## config.mk

```make
export PLATFORM = sky130hd
export DESIGN_NAME = param_sum_processor_flat
export DESIGN_NICKNAME = d
export VERILOG_FILES = /design/src/rtl/param_sum_processor_if.sv /design/src/rtl/param_sum_processor.sv /design/src/flat_wrapper.sv
export SDC_FILE = /design/constraint.sdc
export NUM_CORES = 1
export LEC_CHECK = 0
export BUFFER_PORTS_ARGS = -buffer_cell sky130_fd_sc_hd__buf_4
export CAP_MARGIN = 20
export CELL_PAD_IN_SITES_DETAIL_PLACEMENT = 1
export CELL_PAD_IN_SITES_GLOBAL_PLACEMENT = 1
export CORE_MARGIN = 5
export CORE_UTILIZATION = 31
export DETAILED_ROUTE_END_ITERATION = 6
export GPL_ROUTABILITY_DRIVEN = 0
export PLACE_DENSITY_LB_ADDON = 0.1
export SETUP_SLACK_MARGIN = 0.2
export SLEW_MARGIN = 0
export SYNTH_ARGS = -nofsm -noshare
export SYNTH_HDL_FRONTEND = slang
export SYNTH_SLANG_ARGS = --single-unit
```

## constraint.sdc

```tcl
create_clock -name clk -period 1.75 [get_ports clk]
set_input_delay 0.175 -clock clk [delete_from_list [all_inputs] [get_ports clk]]
set_output_delay 0.175 -clock clk [all_outputs]
set_load 0.03 [all_outputs]
```

## src/rtl/param_sum_processor_if.sv

```systemverilog
// Handshake and result bundle for param_sum_processor.
// The requester (master) drives start/limit; the processor (slave) returns
// the registered result together with busy/done/overflow status.
interface param_sum_processor_if #(
    parameter int DATA_W = 8,
    parameter int CNT_W  = 8
);
    logic              start;
    logic [CNT_W-1:0]  limit;
    logic [DATA_W-1:0] outport;
    logic              busy;
    logic              done;
    logic              overflow;

    modport master (
        output start,
        output limit,
        input  outport,
        input  busy,
        input  done,
        input  overflow
    );

    modport slave (
        input  start,
        input  limit,
        output outport,
        output busy,
        output done,
        output overflow
    );
endinterface

```

## src/rtl/param_sum_processor.sv

```systemverilog
// param_sum_processor: computes sum(i, i = 1..limit) modulo 2^DATA_W.
// limit is latched when start is accepted in S_IDLE; the result lands in
// outport, done pulses for one cycle, overflow is sticky for the run.
// Optional build macro PSP_LIVE_OUT_EN: outport also shows the running sum
// during the loop (cleared at run start); final value and timing unchanged.
//
// state   | meaning
// S_IDLE  | waiting for start, outport/overflow hold
// S_INIT  | clear sum and overflow, i = 1
// S_CHECK | compare i <= lim, pick S_ADD or S_OUT
// S_ADD   | sum += i, i += 1, accumulate carry into overflow
// S_OUT   | copy sum into outport
// S_DONE  | done high for this single cycle
module param_sum_processor #(
    parameter int DATA_W = 8,
    parameter int CNT_W  = 8
) (
    input  logic                  clk,
    input  logic                  reset,
    param_sum_processor_if.slave  bus
);

    // i is one bit wider than limit so it can reach limit+1 without wrapping.
    localparam int IW = CNT_W + 1;
    // Common width for inspecting the bits of i above the adder width.
    localparam int XW = (IW > DATA_W) ? IW : DATA_W;

    typedef enum logic [2:0] {
        S_IDLE  = 3'd0,
        S_INIT  = 3'd1,
        S_CHECK = 3'd2,
        S_ADD   = 3'd3,
        S_OUT   = 3'd4,
        S_DONE  = 3'd5
    } state_t;

    state_t            state_q, state_d;
    logic [DATA_W-1:0] sum_q,   sum_d;
    logic [IW-1:0]     i_q,     i_d;
    logic [CNT_W-1:0]  lim_q,   lim_d;
    logic [DATA_W-1:0] out_q,   out_d;
    logic              busy_q,  busy_d;
    logic              done_q,  done_d;
    logic              ovf_q,   ovf_d;

    logic [XW-1:0]     i_ext;
    logic              i_hi;
    logic              i_le;
    logic [DATA_W:0]   add_full;
    logic              carry;

    // Adder and loop compare: only the low DATA_W bits of i feed the adder,
    // anything set above them is already an overflow in its own right.
    always_comb begin
        i_ext    = XW'(i_q);
        i_hi     = |(i_ext >> DATA_W);
        add_full = {1'b0, sum_q} + {1'b0, i_ext[DATA_W-1:0]};
        carry    = add_full[DATA_W] | i_hi;
        i_le     = (i_q <= {1'b0, lim_q});
    end

    // Next-state and datapath control; outputs are derived from the next
    // state so busy/done are registered and line up with the state register.
    always_comb begin
        state_d = state_q;
        sum_d   = sum_q;
        i_d     = i_q;
        lim_d   = lim_q;
        out_d   = out_q;
        ovf_d   = ovf_q;

        case (state_q)
            S_IDLE: begin
                if (bus.start) begin
                    lim_d   = bus.limit;
                    state_d = S_INIT;
                end
            end
            S_INIT: begin
                sum_d   = '0;
                i_d     = {{(IW-1){1'b0}}, 1'b1};
                ovf_d   = 1'b0;
`ifdef PSP_LIVE_OUT_EN
                out_d   = '0;
`endif
                state_d = S_CHECK;
            end
            S_CHECK: begin
                state_d = i_le ? S_ADD : S_OUT;
            end
            S_ADD: begin
                sum_d   = add_full[DATA_W-1:0];
                i_d     = i_q + {{(IW-1){1'b0}}, 1'b1};
                ovf_d   = ovf_q | carry;
`ifdef PSP_LIVE_OUT_EN
                out_d   = add_full[DATA_W-1:0];
`endif
                state_d = S_CHECK;
            end
            S_OUT: begin
                out_d   = sum_q;
                state_d = S_DONE;
            end
            S_DONE: begin
                state_d = S_IDLE;
            end
            default: begin
                state_d = S_IDLE;
            end
        endcase

        busy_d = (state_d != S_IDLE);
        done_d = (state_d == S_DONE);
    end

    // State, datapath and output registers; reset clears everything at once.
    always_ff @(posedge clk or negedge reset) begin
        if (!reset) begin
            state_q <= S_IDLE;
            sum_q   <= '0;
            i_q     <= '0;
            lim_q   <= '0;
            out_q   <= '0;
            busy_q  <= 1'b0;
            done_q  <= 1'b0;
            ovf_q   <= 1'b0;
        end else begin
            state_q <= state_d;
            sum_q   <= sum_d;
            i_q     <= i_d;
            lim_q   <= lim_d;
            out_q   <= out_d;
            busy_q  <= busy_d;
            done_q  <= done_d;
            ovf_q   <= ovf_d;
        end
    end

    assign bus.outport  = out_q;
    assign bus.busy     = busy_q;
    assign bus.done     = done_q;
    assign bus.overflow = ovf_q;

endmodule

```

## src/flat_wrapper.sv

```systemverilog
// flat-port wrapper written by rule: the top's interface ports become plain ports
module param_sum_processor_flat 
#(
    parameter int DATA_W = 8,
    parameter int CNT_W  = 8
)
  (clk, reset, bus_start, bus_limit, bus_outport, bus_busy, bus_done, bus_overflow);
  param_sum_processor_if #(.DATA_W(DATA_W), .CNT_W(CNT_W)) bus_i ();
  input  logic clk;
  input  logic reset;
  input wire logic [$bits(bus_i.start)-1:0] bus_start;
  input wire logic [$bits(bus_i.limit)-1:0] bus_limit;
  output wire logic [$bits(bus_i.outport)-1:0] bus_outport;
  output wire logic [$bits(bus_i.busy)-1:0] bus_busy;
  output wire logic [$bits(bus_i.done)-1:0] bus_done;
  output wire logic [$bits(bus_i.overflow)-1:0] bus_overflow;
  assign bus_i.start = bus_start;
  assign bus_i.limit = bus_limit;
  assign bus_outport = bus_i.outport;
  assign bus_busy = bus_i.busy;
  assign bus_done = bus_i.done;
  assign bus_overflow = bus_i.overflow;
  param_sum_processor #(.DATA_W(DATA_W), .CNT_W(CNT_W)) u_core (.clk(clk), .reset(reset), .bus(bus_i));
endmodule
```

==> results.py, run 1 <==
metrics = {
    "outcome": {
        "status": "complete, no violations",
    },
    "routing": {
        "route.antenna.remaining_nets": 0,
        "detailedRoute.firstPassIterationCount": 4,
        "remaining_drc_errors": 0,
        "wirelength_um": 5526,
        "drt_first_iter_violations": 61,
        "vias": 1781,
        "avgViaCountPerCell": 4.840,
        "routed_wire_length_per_instance_um": 15.02,
    },
    "synth": {
        "syn_area_um2": 2285,
        "syn-mean-instance-area_um2": 10.20,
        "netlist_top_cells_area": "sky130_fd_sc_hd__dfrtp_1 (43%), sky130_fd_sc_hd__ha_1 (9.3%), sky130_fd_sc_hd__nand2_1 (5.8%)",
        "synth.largest_area_cell": "sky130_fd_sc_hd__dfrtp_1",
        "cell_with_the_most_instances_after_synthesis": "sky130_fd_sc_hd__dfrtp_1",
        "syn-instance-count": 224,
        "postSynth.topFlopCell": "sky130_fd_sc_hd__dfrtp_1",
        "ys_seq_elements": 39,
        "yosys_warnings": 0,
        "synth_enable_flop_cells": 0,
        "synth-seq-area-share_pct": 42.72,
        "synthArstFlopShare_pct": 100.0,
        "netlist_top_cells_count": "sky130_fd_sc_hd__dfrtp_1 (39), sky130_fd_sc_hd__nand2_1 (35), sky130_fd_sc_hd__ha_1 (17), sky130_fd_sc_hd__o21ai_1 (15), sky130_fd_sc_hd__inv_1 (13)",
        "syn_nets": 253,
        "synthDistinctLibCells": 48,
        "netlist.area_leader.share_pct": 42.72,
    },
    "min_path": {
        "hold_path_class": "in2reg",
        "hp-start": "bus_limit[2]",
        "holdPathStages": 3,
        "min_to": "u_core.lim_q[2]",
    },
    "power_and_ir_drop": {
        "power.total_mw": 6.227,
        "p_leak_nw": 1.349,
        "power.ir.vdd_worst_v": 0.0006661,
        "switching_share_pct": 43.33,
        "power.sequential.fraction_pct": 27.8,
        "p_int_mw": 3.529,
        "power.share.combinational_pct": 61.2,
        "power_density_nw_per_um2": 2071,
        "net-switching-power_mw": 2.698,
        "power_frac_clock_pct": 11.0,
    },
    "timing": {
        "relSlewSlack_pct": 65.07,
        "worst_clock_skew_ns": 0.002437,
        "final_setup_slack_of_the_worst_path_ns": 0.1046,
        "max_slew.worst_pin.slew_ns": 0.5239,
        "hold_slack_ns": 0.09051,
        "setup_viol_count_final": 0,
        "finalMaxSlewViolations": 0,
        "fin_crit_sh_pct": 94.02,
        "rsz0062_at_grt": "yes",
        "clock.fmax_mhz": 607.7,
        "final_total_negative_setup_slack_ns": 0,
        "hold_violations": 0,
        "period_minus_slack_ns": 1.645,
    },
    "place": {
        "placed_instances": 347,
        "post-place-ws_ns": 0.03787,
        "buffer_ports.inserted": 21,
        "detailed_place_hpwl_um": 3924,
        "place_area_um2": 2633,
    },
    "global_routing": {
        "grt_first_pass_wirelength_um": 9501,
        "grt_util_all_layers_pct": 13.34,
        "first_global_vias": 1890,
        "grt_start_max_net_pins": 40,
        "grt_antenna_before_repair": 0,
        "total_overflow_reported_by_the_global_router": 0,
    },
    "clock_tree": {
        "clock_tree.htree_level_count": 2,
        "cts_made_buffers": 5,
        "clock_insertion_delay_worst_skew_ns": 0.29,
        "root_buffer": "sky130_fd_sc_hd__clkbuf_8",
        "total_clock_sinks": 39,
        "clock_tree_from_tritoncts": "built",
        "clkSlewWorstSetupHoldPaths_ns": 0.08,
        "cts_buffer_depth": 2,
    },
    "floorplanning": {
        "num_rows": 31,
        "core_area_um2": 7214,
        "floorplan.initialDensity_pct": 31.67,
        "die_w_um": 95.85,
        "num_io_pins": 22,
        "area_of_the_die_um2": 9187,
        "chipHeight_um": 95.85,
    },
    "finish": {
        "drive_gt1_share_pct": 36.80,
        "count_of_inserted_antenna_diode_cells": 0,
        "final_area_um2": 3007,
        "final_nets": 297,
        "synth_to_final_area_change_pct": 31.60,
        "utilization_pct": 41.68,
        "final_cell_count_no_fill": 368,
    },
    "setup_path": {
        "critPathMaxFanout": 3,
        "critical_path.reg2reg.endpoint": "u_core.sum_q[6]",
        "worst_case_register_to_register_setup_slack_ns": 0.10,
        "timing.critical_path.from_type": "register",
        "timing_worst_setup_path_type": "reg2reg",
        "worst-endpoint-arrival_ns": 1.82,
        "crit_path_end_kind": "register",
        "cp.required_ns": 1.92,
        "timing.rr.start": "u_core.sum_q[0]",
        "ff2ff_path_depth": 6,
    },
    "job": {
        "max-cap-violations": 0,
    },
}
## worst max-delay path by stage
stage / startpoint / end / depth (start not counted)
finish: u_core.sum_q[0] / u_core.sum_q[6] / 6
global route: u_core.i_ext[0] / u_core.sum_q[6] / 6
CTS: u_core.i_ext[0] / u_core.sum_q[6] / 6
detailed placement: u_core.i_ext[6] / u_core.state_q[2] / 5
global placement: u_core.i_ext[6] / u_core.state_q[2] / 5
floorplan: u_core.i_ext[0] / u_core.sum_q[6] / 6
## power by group through the flow
stage / logic, mW / clock network [mW] / registers (mW)
after floorplan: 2.27 / 0 / 1.80
after global placement: 3.17 / 0 / 1.71
after detailed placement: 3.20 / 0 / 1.73
after CTS: 3.46 / 0.719 / 1.70
after global routing: 4.24 / 0.752 / 1.80
final: 3.81 / 0.682 / 1.73
## flip-flops by register name, summed over array words and instances (netlist names)
signal / count
u_core.bus.overflow: 1
u_core.bus.outport: 8
u_core.state_q: 3
u_core.i_ext: 9
u_core.sum_q: 8
u_core.bus.done: 1
u_core.lim_q: 8
u_core.bus.busy: 1
## placed cells by master, fill, tap and decap left out, types with 4 or more instances in the layout
| cell | synthesis | routed |
|---|---|---|
| sky130_fd_sc_hd__nand2_1 | 35 | 35 |
| sky130_fd_sc_hd__mux2i_1 | 7 | 7 |
| sky130_fd_sc_hd__buf_4 | 1 | 42 |
| sky130_fd_sc_hd__ha_4 | 0 | 7 |
| sky130_fd_sc_hd__inv_1 | 13 | 12 |
| sky130_fd_sc_hd__nor2_1 | 8 | 7 |
| sky130_fd_sc_hd__ha_2 | 0 | 4 |
| sky130_fd_sc_hd__dfrtp_2 | 0 | 8 |
| sky130_fd_sc_hd__mux2_4 | 8 | 8 |
| sky130_fd_sc_hd__clkbuf_8 | 0 | 7 |
| sky130_fd_sc_hd__dfrtp_1 | 39 | 31 |
| sky130_fd_sc_hd__o21ai_0 | 4 | 4 |
| sky130_fd_sc_hd__o21ai_1 | 15 | 15 |
| sky130_fd_sc_hd__xnor2_1 | 5 | 5 |
| sky130_fd_sc_hd__ha_1 | 17 | 6 |
| sky130_fd_sc_hd__nand3_1 | 11 | 10 |
| sky130_fd_sc_hd__a21oi_1 | 7 | 5 |
## layout make-up
type | count | area [um2]
inverter | 13 | 48.80
sequential | 39 | 985.9
tap | 99 | 123.9
fill | 834 | 4208
timing repair buffer | 45 | 356.6
multi-input combinational | 164 | 1391
clock buffer | 8 | 100.1
## worst max-delay path, cell delays in order, from the launching register on
cell                        delay (ns)
sky130_fd_sc_hd__dfrtp_1          0.41
sky130_fd_sc_hd__ha_2             0.20
sky130_fd_sc_hd__fa_2             0.37
sky130_fd_sc_hd__a21oi_4          0.15
sky130_fd_sc_hd__o2111ai_2        0.17
sky130_fd_sc_hd__xnor2_1          0.17
sky130_fd_sc_hd__o21ai_1          0.07
## logic make-up after synthesis
| group | count (synthesis) | synth area share, % |
|---|---|---|
| adders and majority gates | 18 | 10.19 |
| AOI/OAI and AO/OA | 48 | 13.64 |
| muxes | 16 | 8.817 |
| and+or+nand+nor | 77 | 17.63 |
| buffers and inverters | 21 | 5.093 |
| xor gates and xnor gates | 5 | 1.917 |
| DFF | 39 | 42.72 |
## metal layers
layer	vias up	track usage [%]	part of all wire, %
met4	0	3.910	1.2
met1	881	17.86	50
met3	6	2.346	2.4
li1	877	-	-
met5	-	0	0
met2	17	22.00	47
## timing repair
item / in CTS / in global routing
setup endpoints to repair: 8 / 15
endpoints found under the hold margin: 39 / 0
buffers inserted: 7 / 5
hold buffers: 1 / 0
pin swaps: 10 / 9
gates resized for setup: 9 / 24
No activity file was read; power rests on OpenSTA's default activity.
==> run 2, diff against run 1 <==
- CORE_UTILIZATION: 31 -> 40
- GPL_TIMING_DRIVEN: not set -> 0
- SETUP_SLACK_MARGIN: 0.2 -> 0.02
==> run 2 against run 1 <==
  * Combinational power shrank 4%
  * Total power down 3.6%
  * Register-to-register slack lost 0.05 ns
  * Worst setup slack worse by 0.046 ns
  * Die area is 20% lower
  * Sequential share of layout area up 1.7 points
  * Clock power is 10% lower
  * Routed wire length grew 0.47%
  * Critical path depth shrank 1
  * Critical path type unchanged
  * Largest cell class unchanged
  * Highest routed layer unchanged
==> results.py, run 2 (synthesis gave the netlist of run 1 again) <==
metrics = {
    "timing": {
        "fin_crit_sh_pct": 96.62,
        "relSlewSlack_pct": 65.48,
        "clock.fmax_mhz": 591.4,
        "period_minus_slack_ns": 1.691,
        "rsz0062_at_grt": "yes",
        "setup_viol_count_final": 0,
        "final_setup_slack_of_the_worst_path_ns": 0.05907,
        "hold_violations": 0,
        "finalMaxSlewViolations": 0,
        "max_slew.worst_pin.slew_ns": 0.5178,
        "worst_clock_skew_ns": 0.003427,
    },
    "setup_path": {
        "worst_case_register_to_register_setup_slack_ns": 0.06,
        "cp.required_ns": 1.94,
        "worst-endpoint-arrival_ns": 1.88,
        "ff2ff_path_depth": 5,
        "timing.rr.start": "u_core.i_ext[6]",
        "critical_path.reg2reg.endpoint": "u_core.state_q[2]",
        "cpMaxStageDelayCell": "sky130_fd_sc_hd__dfrtp_2",
        "crit_path_end": "u_core.state_q[2]",
        "critPathMaxFanout": 4,
        "critical_path.cell_chain": "ha_4 -> a21o_1 -> a211oi_4 -> o211ai_1 -> a31o_1",
        "timing_worst_setup_path_type": "reg2reg",
        "crit_start": "u_core.i_ext[6]",
        "critPathMaxStageDelay_ns": 0.47,
        "timing.critical_path.from_type": "register",
        "crit_path_end_kind": "register",
    },
    "power_and_ir_drop": {
        "power.ir.vdd_worst_v": 0.0008961,
        "p_leak_nw": 1.306,
        "power_density_nw_per_um2": 2105,
        "power.total_mw": 6.001,
    },
    "clock_tree": {
        "clock_tree_from_tritoncts": "built",
        "clock_tree.htree_level_count": 2,
        "root_buffer": "sky130_fd_sc_hd__clkbuf_8",
        "clock_insertion_delay_worst_skew_ns": 0.30,
        "clkSlewWorstSetupHoldPaths_ns": 0.08,
        "total_clock_sinks": 39,
        "cts_buffer_depth": 2,
        "cts_made_buffers": 5,
    },
    "place": {
        "detailed_place_hpwl_um": 3755,
        "buffer_ports.inserted": 21,
        "place_area_um2": 2532,
        "post-place-ws_ns": -0.2007,
    },
    "finish": {
        "layout.cells.most_common": "sky130_fd_sc_hd__nand2_1",
        "synth_to_final_area_change_pct": 24.75,
        "final_nets": 290,
        "count_of_inserted_antenna_diode_cells": 0,
        "final_cell_mix": "sky130_fd_sc_hd__nand2_1 (34), sky130_fd_sc_hd__dfrtp_1 (33), sky130_fd_sc_hd__buf_4 (31)",
        "drive_gt1_share_pct": 31.68,
        "largest_register_ffs": 9,
        "fillerInstances": 632,
        "final_area_um2": 2850,
        "utilization_pct": 51.45,
    },
    "routing": {
        "route.antenna.remaining_nets": 0,
        "routed_wire_length_per_instance_um": 16.62,
        "remaining_drc_errors": 0,
        "drt_first_iter_violations": 37,
        "vias": 1749,
        "detailedRoute.firstPassIterationCount": 4,
        "avgViaCountPerCell": 5.237,
        "wirelength_um": 5552,
    },
    "outcome": {
        "status": "complete, no violations",
    },
    "floorplanning": {
        "area_of_the_die_um2": 7323,
        "die_w_um": 85.58,
        "chipHeight_um": 85.58,
        "core_area_um2": 5540,
        "num_rows": 27,
        "num_io_pins": 22,
        "floorplan.initialDensity_pct": 41.24,
    },
    "global_routing": {
        "grt_util_all_layers_pct": 16.30,
        "grt_start_max_net_pins": 40,
        "grt_first_pass_wirelength_um": 9418,
        "grt_antenna_before_repair": 0,
        "total_overflow_reported_by_the_global_router": 0,
        "first_global_vias": 1877,
    },
    "min_path": {
        "hold_path_class": "in2reg",
    },
    "job": {
        "max-cap-violations": 0,
    },
}
## run 2: changes by cell type in the layout (fill, tap and decap cells not counted), sizes merged
cell / previous run / this run
buf: 44 / 37
clkbuf: 8 / 5
clkinv: 0 / 3
## run 2: worst min path at each step
stage	start	endpoint	slack, ns	cells after the start
global placement	reset	u_core.bus.done	0.19	1
finish	bus_limit[2]	u_core.lim_q[2]	0.08	3
CTS	bus_limit[3]	u_core.lim_q[3]	0.07	3
floorplan	reset	u_core.bus.busy	-0.12	0
global route	bus_limit[2]	u_core.lim_q[2]	0.08	3
detailed placement	reset	u_core.bus.done	0.19	1
## run 2: critical path: cells and delay by family (launching register included)
| family | cells | cell delay [ns] |
|---|---|---|
| AO/OA/AOI/OAI | 4 | 0.87 |
| flip-flops | 1 | 0.47 |
| adder cells (fa/ha/maj) | 1 | 0.25 |
## run 2: per-stage QoR
stage | std cells | setup TNS, ns | hold WS (ns)
CTS | 332 | 0 | 0.07494
global route | 334 | -0.01830 | 0.08101
detailed placement | 317 | -0.8416 | 0.1878
global placement | 317 | -0.7548 | 0.1851
finish | 334 | 0 | 0.08282
floorplan | 224 | 0 | -0.1206
## run 2: timing repair
| action | 4_1_cts | 5_1_grt |
|---|---|---|
| buffers inserted | 6 | 3 |
| hold buffers | 1 | 0 |
| pin swaps | 6 | 10 |
| cloned | 0 | 0 |
| endpoints found under the setup margin | 6 | 4 |
| endpoints found under the hold margin | 39 | 0 |
| resized for setup | 16 | 15 |
## run 2: cell type report
cell class	instances	area (um2)	area share (%)
timing repair buffer	31	235.2	8.253
inverter	13	48.80	1.712
tap	72	90.09	3.161
clock inverter	3	15.01	0.5268
sequential	39	983.4	34.50
buffer	7	62.56	2.195
multi-input combinational	164	1346	47.23
clock buffer	5	68.82	2.414
## run 2: per-layer routing
| metal | track usage, % | share of wire (%) |
|---|---|---|
| met5 | 0 | 0 |
| met4 | 6.043 | 1.9 |
| met3 | 2.882 | 2.5 |
| met2 | 26.27 | 47 |
| met1 | 21.90 | 49 |
## run 2: where the power goes
part	internal, mW	switching (mW)	total (mW)	leakage [nW]
logic	1.75	1.91	3.65	0.775
clock network	0.273	0.338	0.611	0.0477
registers	1.31	0.430	1.74	0.483
total	3.33	2.67	6.00	1.31
